## src/rtl/systolic_conv_scheduler_if.sv

```systemverilog
// Scheduler bus bundle: frame control, pixel memory read port, array window/results
// and the downstream result handshake.
// The scheduler uses the master view and the surrounding environment uses the slave view.
interface systolic_conv_scheduler_if #(
  parameter int DW = 8,
  parameter int AW = 6
);
  logic              start;
  logic              busy;
  logic              done;
  logic              pix_rd;
  logic [AW-1:0]     pix_addr;
  logic [DW-1:0]     pix_data;
  logic [16*DW-1:0]  win_flat;
  logic              arr_rst;
  logic [DW-1:0]     arr_c11;
  logic [DW-1:0]     arr_c12;
  logic [DW-1:0]     arr_c21;
  logic [DW-1:0]     arr_c22;
  logic              res_valid;
  logic              res_ready;
  logic [7:0]        res_row;
  logic [7:0]        res_col;
  logic [4*DW-1:0]   res_data;

  modport master (
    input  start, pix_data, arr_c11, arr_c12, arr_c21, arr_c22, res_ready,
    output busy, done, pix_rd, pix_addr, win_flat, arr_rst,
           res_valid, res_row, res_col, res_data
  );

  modport slave (
    output start, pix_data, arr_c11, arr_c12, arr_c21, arr_c22, res_ready,
    input  busy, done, pix_rd, pix_addr, win_flat, arr_rst,
           res_valid, res_row, res_col, res_data
  );
endinterface

```

## src/rtl/systolic_conv_scheduler.sv

```systemverilog
// Frame-level controller for the 3x3 systolic array.
// The image is cut into overlapping 4x4 windows with stride 2, and the windows are visited in raster order.
// For each window the controller reads 16 pixels, runs the array, and hands off the 2x2 result.
//
// state | meaning
// IDLE  | array held in reset, waiting for start
// LOAD  | k=0..16: read 16 pixels, fill window one cycle behind the read
// RUN   | array out of reset for ARRAY_LAT cycles, result captured on the last
// OUT   | result presented on res_*, waits for res_ready
module systolic_conv_scheduler #(
  parameter int IMG_W     = 8,
  parameter int IMG_H     = 8,
  parameter int DW        = 8,
  parameter int AW        = 6,
  parameter int ARRAY_LAT = 24
) (
  input  logic clk,
  input  logic rst,
  systolic_conv_scheduler_if.master bus
);
  localparam int NT_R = (IMG_H - 2) / 2;
  localparam int NT_C = (IMG_W - 2) / 2;
  localparam int RCW  = (ARRAY_LAT > 1) ? $clog2(ARRAY_LAT) : 1;

  typedef enum logic [1:0] {IDLE, LOAD, RUN, OUT} state_t;

  state_t                state, state_nxt;
  logic [4:0]            k;
  logic [3:0]            k_m1;
  logic [RCW-1:0]        run_cnt;
  logic [7:0]            tr, tc;
  logic [15:0][DW-1:0]   win;
  logic [4*DW-1:0]       res_q;
  logic [7:0]            row_q, col_q;
  logic                  done_q;
  logic                  load_end, run_end, last_col, last_tile;
  logic [AW-1:0]         addr;

  assign k_m1      = 4'(k - 5'd1);
  assign load_end  = (k == 5'd16);
  assign run_end   = (run_cnt == '0);
  assign last_col  = (tc == 8'(NT_C - 1));
  assign last_tile = last_col && (tr == 8'(NT_R - 1));
  assign addr      = (AW'(tr) * AW'(2) + AW'(k[3:2])) * AW'(IMG_W)
                   + AW'(tc) * AW'(2) + AW'(k[1:0]);

  // State register
  always_ff @(posedge clk) begin
    if (rst) state <= IDLE;
    else     state <= state_nxt;
  end

  // Next-state decode; res_ready only matters in OUT, start only in IDLE
  always_comb begin
    state_nxt = state;
    case (state)
      IDLE:    if (bus.start) state_nxt = LOAD;
      LOAD:    if (load_end) state_nxt = RUN;
      RUN:     if (run_end) state_nxt = OUT;
      OUT:     if (bus.res_ready) state_nxt = last_tile ? IDLE : LOAD;
      default: state_nxt = IDLE;
    endcase
  end

  // Datapath: load counter, latency down-counter, window fill, tile indices, result capture
  always_ff @(posedge clk) begin
    if (rst) begin
      k       <= '0;
      run_cnt <= '0;
      tr      <= '0;
      tc      <= '0;
      win     <= '0;
      res_q   <= '0;
      row_q   <= '0;
      col_q   <= '0;
      done_q  <= 1'b0;
    end else begin
      done_q <= (state == OUT) && bus.res_ready && last_tile;
      case (state)
        IDLE: begin
          if (bus.start) begin
            tr <= '0;
            tc <= '0;
            k  <= '0;
          end
        end
        LOAD: begin
          if (k != 5'd0) win[k_m1] <= bus.pix_data;
          if (load_end) begin
            k       <= '0;
            run_cnt <= RCW'(ARRAY_LAT - 1);
          end else begin
            k <= k + 5'd1;
          end
        end
        RUN: begin
          if (run_end) begin
            res_q <= {bus.arr_c22, bus.arr_c21, bus.arr_c12, bus.arr_c11};
            row_q <= tr;
            col_q <= tc;
          end else begin
            run_cnt <= run_cnt - RCW'(1);
          end
        end
        OUT: begin
          if (bus.res_ready) begin
            if (last_col) begin
              tc <= '0;
              tr <= last_tile ? 8'd0 : tr + 8'd1;
            end else begin
              tc <= tc + 8'd1;
            end
          end
        end
        default: ;
      endcase
    end
  end

  // Moore outputs from the current state and the load counter
  always_comb begin
    bus.busy      = (state != IDLE);
    bus.pix_rd    = 1'b0;
    bus.pix_addr  = '0;
    bus.arr_rst   = 1'b1;
    bus.res_valid = 1'b0;
    case (state)
      LOAD: begin
        if (!load_end) begin
          bus.pix_rd   = 1'b1;
          bus.pix_addr = addr;
        end
      end
      RUN:     bus.arr_rst = 1'b0;
      OUT:     bus.res_valid = 1'b1;
      default: ;
    endcase
  end

  assign bus.done     = done_q;
  assign bus.win_flat = win;
  assign bus.res_data = res_q;
  assign bus.res_row  = row_q;
  assign bus.res_col  = col_q;
endmodule

```

## src/flat_wrapper.sv

```systemverilog
// flat-port wrapper written by rule: the top's interface ports become plain ports
module systolic_conv_scheduler_flat 
#(
  parameter int IMG_W     = 8,
  parameter int IMG_H     = 8,
  parameter int DW        = 8,
  parameter int AW        = 6,
  parameter int ARRAY_LAT = 24
)
  (clk, rst, bus_start, bus_pix_data, bus_arr_c11, bus_arr_c12, bus_arr_c21, bus_arr_c22, bus_res_ready, bus_busy, bus_done, bus_pix_rd, bus_pix_addr, bus_win_flat, bus_arr_rst, bus_res_valid, bus_res_row, bus_res_col, bus_res_data);
  systolic_conv_scheduler_if #(.DW(DW), .AW(AW)) bus_i ();
  input  logic clk;
  input  logic rst;
  input wire logic [$bits(bus_i.start)-1:0] bus_start;
  input wire logic [$bits(bus_i.pix_data)-1:0] bus_pix_data;
  input wire logic [$bits(bus_i.arr_c11)-1:0] bus_arr_c11;
  input wire logic [$bits(bus_i.arr_c12)-1:0] bus_arr_c12;
  input wire logic [$bits(bus_i.arr_c21)-1:0] bus_arr_c21;
  input wire logic [$bits(bus_i.arr_c22)-1:0] bus_arr_c22;
  input wire logic [$bits(bus_i.res_ready)-1:0] bus_res_ready;
  output wire logic [$bits(bus_i.busy)-1:0] bus_busy;
  output wire logic [$bits(bus_i.done)-1:0] bus_done;
  output wire logic [$bits(bus_i.pix_rd)-1:0] bus_pix_rd;
  output wire logic [$bits(bus_i.pix_addr)-1:0] bus_pix_addr;
  output wire logic [$bits(bus_i.win_flat)-1:0] bus_win_flat;
  output wire logic [$bits(bus_i.arr_rst)-1:0] bus_arr_rst;
  output wire logic [$bits(bus_i.res_valid)-1:0] bus_res_valid;
  output wire logic [$bits(bus_i.res_row)-1:0] bus_res_row;
  output wire logic [$bits(bus_i.res_col)-1:0] bus_res_col;
  output wire logic [$bits(bus_i.res_data)-1:0] bus_res_data;
  assign bus_i.start = bus_start;
  assign bus_i.pix_data = bus_pix_data;
  assign bus_i.arr_c11 = bus_arr_c11;
  assign bus_i.arr_c12 = bus_arr_c12;
  assign bus_i.arr_c21 = bus_arr_c21;
  assign bus_i.arr_c22 = bus_arr_c22;
  assign bus_i.res_ready = bus_res_ready;
  assign bus_busy = bus_i.busy;
  assign bus_done = bus_i.done;
  assign bus_pix_rd = bus_i.pix_rd;
  assign bus_pix_addr = bus_i.pix_addr;
  assign bus_win_flat = bus_i.win_flat;
  assign bus_arr_rst = bus_i.arr_rst;
  assign bus_res_valid = bus_i.res_valid;
  assign bus_res_row = bus_i.res_row;
  assign bus_res_col = bus_i.res_col;
  assign bus_res_data = bus_i.res_data;
  systolic_conv_scheduler #(.IMG_W(IMG_W), .IMG_H(IMG_H), .DW(DW), .AW(AW), .ARRAY_LAT(ARRAY_LAT)) u_core (.clk(clk), .rst(rst), .bus(bus_i));
endmodule
```

## config.mk

```make
export PLATFORM = sky130hd
export DESIGN_NAME = systolic_conv_scheduler_flat
export DESIGN_NICKNAME = d
export VERILOG_FILES = /design/src/rtl/systolic_conv_scheduler_if.sv /design/src/rtl/systolic_conv_scheduler.sv /design/src/flat_wrapper.sv
export SDC_FILE = /design/constraint.sdc
export NUM_CORES = 1
export LEC_CHECK = 0
export ABC_CLOCK_PERIOD_IN_PS = 2500
export CAP_MARGIN = 20
export CORE_ASPECT_RATIO = 0.75
export CORE_UTILIZATION = 48
export CTS_CLUSTER_SIZE = 16
export DETAILED_ROUTE_END_ITERATION = 10
export HOLD_SLACK_MARGIN = 0.08
export PLACE_DENSITY = 0.79
export SLEW_MARGIN = 20
export SYNTH_ARGS = -nofsm -noshare
export SYNTH_HDL_FRONTEND = slang
export SYNTH_SLANG_ARGS = --single-unit
export TNS_END_PERCENT = 20
```

## constraint.sdc

```tcl
create_clock -name clk -period 2.5 [get_ports clk]
set_input_delay 0.375 -clock clk [delete_from_list [all_inputs] [get_ports clk]]
set_output_delay 0.375 -clock clk [all_outputs]
set_load 0.005 [all_outputs]
```

* Word-level counts from Yosys, hierarchy flattened *
Cells that the tools add are included.

cells by class
  equality and inequality tests = 12
  $add $sub $neg = 8
  muxes and demuxes = 29
  reductions and logical operators = 18
  $lt $le $gt $ge = 2

operator list
  operator             count
  $bwmux 128           1
  $mux 8               7
  $demux 8 s4          1
  $pmux 8 s2           2
  $mux 5               4
  $pmux 5 s2           2
  $add 8x1->8 const B  2
  $eq 8x2->1 const B   2
  $mux 6               2
  $mux 2               4
  $pmux 2 s4           1
  $reduce_and 4->1     2
  $reduce_bool 2->1    4
  $add 6x2->6          1
  $add 6x6->6          1
  $ne 2x1->1 const B   3
  $ne 2x2->1 const B   3
  $reduce_and 2->1     3
  $reduce_and 3->1     2
  $add 5x1->5 const B  1
  $eq 5x5->1 const B   1
  $logic_not 5->1      1
  $lt 4x5->1 const B   1
  $mux 1               5
  9 further kinds      13

word-level totals
  output and inout port bits = 187
  logic and storage cells = 94
  bits in registers = 205
  input port bits = 44

* Depth between registers and ports, before layout *
Gate-level depths: netlist of the first run.

  word-level depth = 6
  gate-level depth with buffers = 9
  mapped depth without buffers = 7

* Worst setup path before layout of the first run *
Ideal clock, no wire load.

  path kind = reg2reg
  start point = register u_core.state[0]
  end point = register u_core.tr[7]
  clock period less this slack = 2.175 ns
  path buffers = 3
  data required time = 2.357 ns
  cell stages (with the launch flop) = 10
  setup slack = 0.325 ns
  data arrival time = 2.033 ns
  setup time = 0.143 ns
  cells stage by stage = dfxtp_1 -> inv_1 -> ha_1 -> nor2b_4 -> buf_6 -> or3_4 -> buf_6 -> buf_2 -> o41ai_1 -> a21oi_1

on the way
  longest elaborated chain between the ends = 3
  elaborated cells on any way between the ends = 8
  classes of those cells = eq/ne: 4; mux: 1; reduce/logical: 3

RTL lines
  element                                                    line                            RTL
  start, declared                                            systolic_conv_scheduler.sv:27   state_t state, state_nxt;
  start signal, assigned                                     systolic_conv_scheduler.sv:50   else state <= state_nxt;
  $eq 2x2->1 / $logic_not 2->1 (equally long branches)       systolic_conv_scheduler.sv:79   case (state)
  $ne 2x1->1 (no source line), or another cell as far along  n/a
  $reduce_and 4->1 (no source line)                          n/a
  end signal, assigned                                       systolic_conv_scheduler.sv:109  tr <= last_tile ? 8'd0 : tr + 8'd1;
  end, declared                                              systolic_conv_scheduler.sv:31   logic [7:0] tr, tc;

Several ways; a longest one is shown, not always the timed one.
A chain may end at the register's enable or synchronous reset.

* Final worst setup path of the first run *
  start point = register u_core.k[1]
  end point = output bus_pix_addr[2]

on the way
  longest elaborated chain between the ends = 3
  elaborated cells on any way between the ends = 4
  classes of those cells = add/sub: 1; eq/ne: 1; mux: 2

RTL lines
  element                                           line                                                          RTL
  start, declared                                   systolic_conv_scheduler.sv:28                                 logic [4:0] k;
  start signal, assigned                            systolic_conv_scheduler.sv:93                                 k <= k + 5'd1;
  $add 6x2->6 / $eq 5x5->1 (equally long branches)  systolic_conv_scheduler.sv:45, systolic_conv_scheduler.sv:40
  $mux 6 *                                          systolic_conv_scheduler.sv:129                                if (!load_end) begin
  $mux 6 *                                          systolic_conv_scheduler.sv:127                                case (state)
  end, declared                                     flat_wrapper.sv:24                                            output wire logic [$bits(bus_i.pix_addr)-1:0] bus_pix_addr;

Every way passes the cells marked *; elsewhere a longest branch is shown, timed or not.

==> flow_results.org, run 1 <==
** CTS
- Number of hold buffers added after cts :: 0
- Post-CTS timing repair inserted 0 buffers for setup.
- The clock reaches the later pin of the worst-skew pair after a little under 500 ps.
- After clock tree synthesis, the clock-pin slew on the worst setup and hold paths is 60 ps.
- Number of buffers created by CTS :: 21
- The cell sitting at the root of the clock tree is a clkbuf_16.
- CTS saw 205 sinks.
- Clock tree from TritonCTS :: yes
- Clk buf depth :: 3
- CTS built an H-tree with a depth of 1.

** STA
- Tcrit/Tclk final :: a little over nine tenths
- Worst hold slack :: between 300 and 400 ps
- For the pin with the worst max-slew slack, the measured transition is 822 ps.
- Relative slew slack :: 45.1%
- The final count of hold timing violations is 0.
- Pins over their slew limit :: 0
- Timing would allow up to ~420 MHz.
- The smallest clock period supported by the final layout is computed as roughly 2400 ps.
- Setup violations remaining at the end of the flow were counted as 0.
- Maximum clock skew at final layout :: approximately 14 ps
- Setup repair after global routing could not meet its margin everywhere.

** Setup path
- Data arrives at the worst endpoint at between 2000 and 2500 ps.
- Traced cell by cell, the critical path runs through inv_1, ha_2, and4bb_2, nand2b_4, inv_2, and2_1, dlygate4sd2_1.
- Startpoint-to-endpoint class of the critical path :: flip-flop to primary output
- STA classifies the critical path endpoint as a primary output.
- STA classifies the critical path startpoint as a flip-flop.
- In this design, the stage delay of the slowest critical-path cell is 330 ps.
- Data required time at the worst endpoint :: 2120 ps
- Critical path's slowest cell :: dfxtp_2
- Highest fanout seen on the critical path :: 5

** Layout
- Commonest cells after routing, fill and taps aside :: nand2_1 (245), clkdlybuf4s50_1 (222), dfxtp_1 (203)
- Footprint of the flip-flops and latches :: approximately 4100 um2
- Fraction of layout instances using a drive strength above 1 :: 7.37%
- Post-Layout Inst Area :: 11400 um2
- Net count of the finished layout :: 1167
- Summing all multi-input logic gate instances after layout gives just under 4000 um2.
- 0 antenna diodes ended up in the layout.
- Compared with the post-synthesis result, the final layout area differs by 39.0%.
- Fill cells in the final layout number 1351.
- The library cell used most frequently in the layout, excluding fill and tap cells, is nand2_1.

** Yosys
- The synthesized design contains 0 enable-type register cells.
- Share of synthesized area occupied by flip-flops and latches :: 49.9%
- Counting flops and latches in the post-synthesis netlist gives 205.
- Commonest register cell after synthesis :: dfxtp_1
- For this run, asynchronously set or reset flops after synthesis account for 0%.
- Averaged over all synthesized cells, the footprint is 9.31 um2.
- Gate count of the mapped netlist :: 884
- Syn_nets :: 949
- Netlist area before placement :: 8230 um2
- The Yosys step of the flow raised 0 warnings.
- The synthesized netlist contains 49 unique library cells.

** Placed design
- Number of I/O port buffers :: 230
- Placed standard-cell area :: 10700 um2
- Summed over all nets, the half-perimeter wirelength after detailed placement is 15200 um.
- Final Wtd Congestion :: ~0.85

** Power
- Peak supply drop :: 0.000492 V
- Static Leak :: 0.00487 uW
- Cell internal power was estimated by the tool at about 6000 uW.
- Portion of total power attributed to sequential cells :: 42.2%
- The design draws 8310 uW.
- Logic gate share of total power :: 20.8%
- PD cells :: 727 nW/um2
- Switching share of total power :: around 29%
- Clock network power share :: 37.1%
- The analysis attributes to net switching a power of about 2400 uW.

** Global routing
- Grt total ovfl :: 0
- Pin count of the biggest net entering global routing :: 85
- Overall track demand over capacity in global routing :: 24.7%
- The initial antenna violation count is 0.
- First-pass GRT wire length :: 35100 um
- Vias in the first global route :: between 6000 and 7000

** Floorplan
- Row generation in the floorplan step produced between 40 and 50 rows.
- After floorplanning, the core was sized to cover 16800 um2.
- Starting density of the core :: 49.1%
- about 230 I/O pins were placed.
- Area enclosed by the die boundary :: 17700 um2
- Die extent in y :: 115 um
- Die Span X :: about 150 um

** Detailed routing
- Summing over every cut layer, the via total after detailed routing is between 7000 and 8000.
- Total wire length :: between 20000 and 25000 um
- Initial drt markers :: 409
- Final routed wire length divided by cell count :: 16.8 um
- DRC violations left :: 0
- Detailed-route vias per instance :: 5.31
- Number of routed nets with antenna violations :: 0
- Number of iterations in the first detailed-routing pass :: 5

** Outcome
- Status :: complete, no violations

** Min path
- Classification of the worst-slack hold path :: input port to flip-flop

** Run
- Across the run, the number of max-cap violations was 0.
[through the flow]
stage / setup WS (ps) / instances / util [%] / TNS (ps)
after detailed placement: 218 / 1294 / 64.0 / 0
after CTS: 23.9 / 1327 / 68.1 / 0
after global routing: -1.84 / 1327 / 68.2 / -1.84
final: 117 / 1327 / 68.2 / 0
after floorplan: 325 / 884 / - / 0
after global placement: 278 / 1294 / 64.0 / 0
[synthesized netlist by cell type, types with 4 or more instances]
cell type	n	area (um2)
o21ai_0	9	45.0
dfxtp_1	205	4100
nor4_1	4	25.0
clkbuf_1	43	161
nand2_1	245	920
buf_2	6	30.0
o21ai_2	7	61.3
nor2_1	21	78.8
o31ai_1	9	67.6
and3_1	5	31.3
inv_1	17	63.8
a21oi_1	67	335
or4_1	8	60.1
ha_1	21	263
nand4_1	4	25.0
nand2_2	8	50.1
xnor2_1	7	61.3
xor2_1	5	43.8
nor3_1	4	20.0
nand3_1	8	40.0
or4b_1	4	40.0
mux2i_1	129	1290
[sequential cells by signal, indices dropped and copies added (netlist names)]
signal               count
u_core.bus.win_flat    128
u_core.bus.res_data     32
u_core.bus.res_col       8
u_core.bus.res_row       8
u_core.tc                8
u_core.tr                8
u_core.k                 5
u_core.run_cnt           5
u_core.state             2
u_core.bus.done          1
[worst max-delay path, delay by kind of cell, from the launching register on]
family	cells	cell delay [ps]
fa+ha+maj	1	200
flops	1	330
simple gates	3	580
buf+inv	3	410
[per-layer routing]
metal  wire length [um]  vias to the layer above  track usage, %
li1                   -                     3432               -
met1              10300                     3373            33.3
met2              10000                      208            39.9
met3               1460                       33            5.65
met4                498                        0            6.87
met5                  0                        -               0
[timing repair]
| item | CTS | global route |
|---|---|---|
| resized for setup | 18 | 2 |
| pin swaps | 0 | 0 |
| setup endpoints to repair | 7 | 2 |
[kinds of logic after synthesis]
family                   synth area share (%)
AO/OA/AOI/OAI                            8.58
XOR/XNOR                                 1.28
adder cells (fa/ha/maj)                  3.19
buffers and inverters                    3.51
flip-flops                               49.9
multiplexers                             15.8
AND/OR/NAND/NOR                          17.7
[path summary, 6_finish.rpt]
kind	from	to	slack, ps	cells past startpoint
setup reg to reg	u_core.state[0]	u_core.tr[5]	270	6
hold reg to reg	u_core.bus.res_data[19]	u_core.bus.res_data[19]	450	2
setup / recovery	u_core.k[1]	bus_pix_addr[2]	120	7
hold / removal	rst	u_core.bus.win_flat[47]	360	4
[layout make-up]
class,count,share of cell area [%]
Tap cell,215,2.35
Clock buffer,30,5.15
Multi-Input combinational cell,610,34.0
Timing Repair Buffer,247,21.4
Inverter,17,0.580
Clock inverter,3,0.624
Sequential cell,205,35.9
[power by group through the flow]
stage	clock (uW)	combinational (uW)	sequential (uW)
after floorplan	0	1080	3570
after global placement	0	1660	3570
after detailed placement	0	1690	3570
after CTS	3130	1710	3500
after global routing	3280	1910	3520
final	3080	1730	3510
Note: power is estimated with default switching activity, not from simulation.
==> inputs of run 2 (changes only) <==
--- a/config.mk
+++ b/config.mk
@@ -5,8 +5,8 @@
 export SDC_FILE = /design/constraint.sdc
 export NUM_CORES = 1
 export LEC_CHECK = 0
+export ABC_AREA = 0
 export ABC_CLOCK_PERIOD_IN_PS = 2500
-export CAP_MARGIN = 20
 export CORE_ASPECT_RATIO = 0.75
 export CORE_UTILIZATION = 48
 export CTS_CLUSTER_SIZE = 16
==> results of run 2 <==
Same layout as run 1: the final DEF is identical, and so are final timing and power.
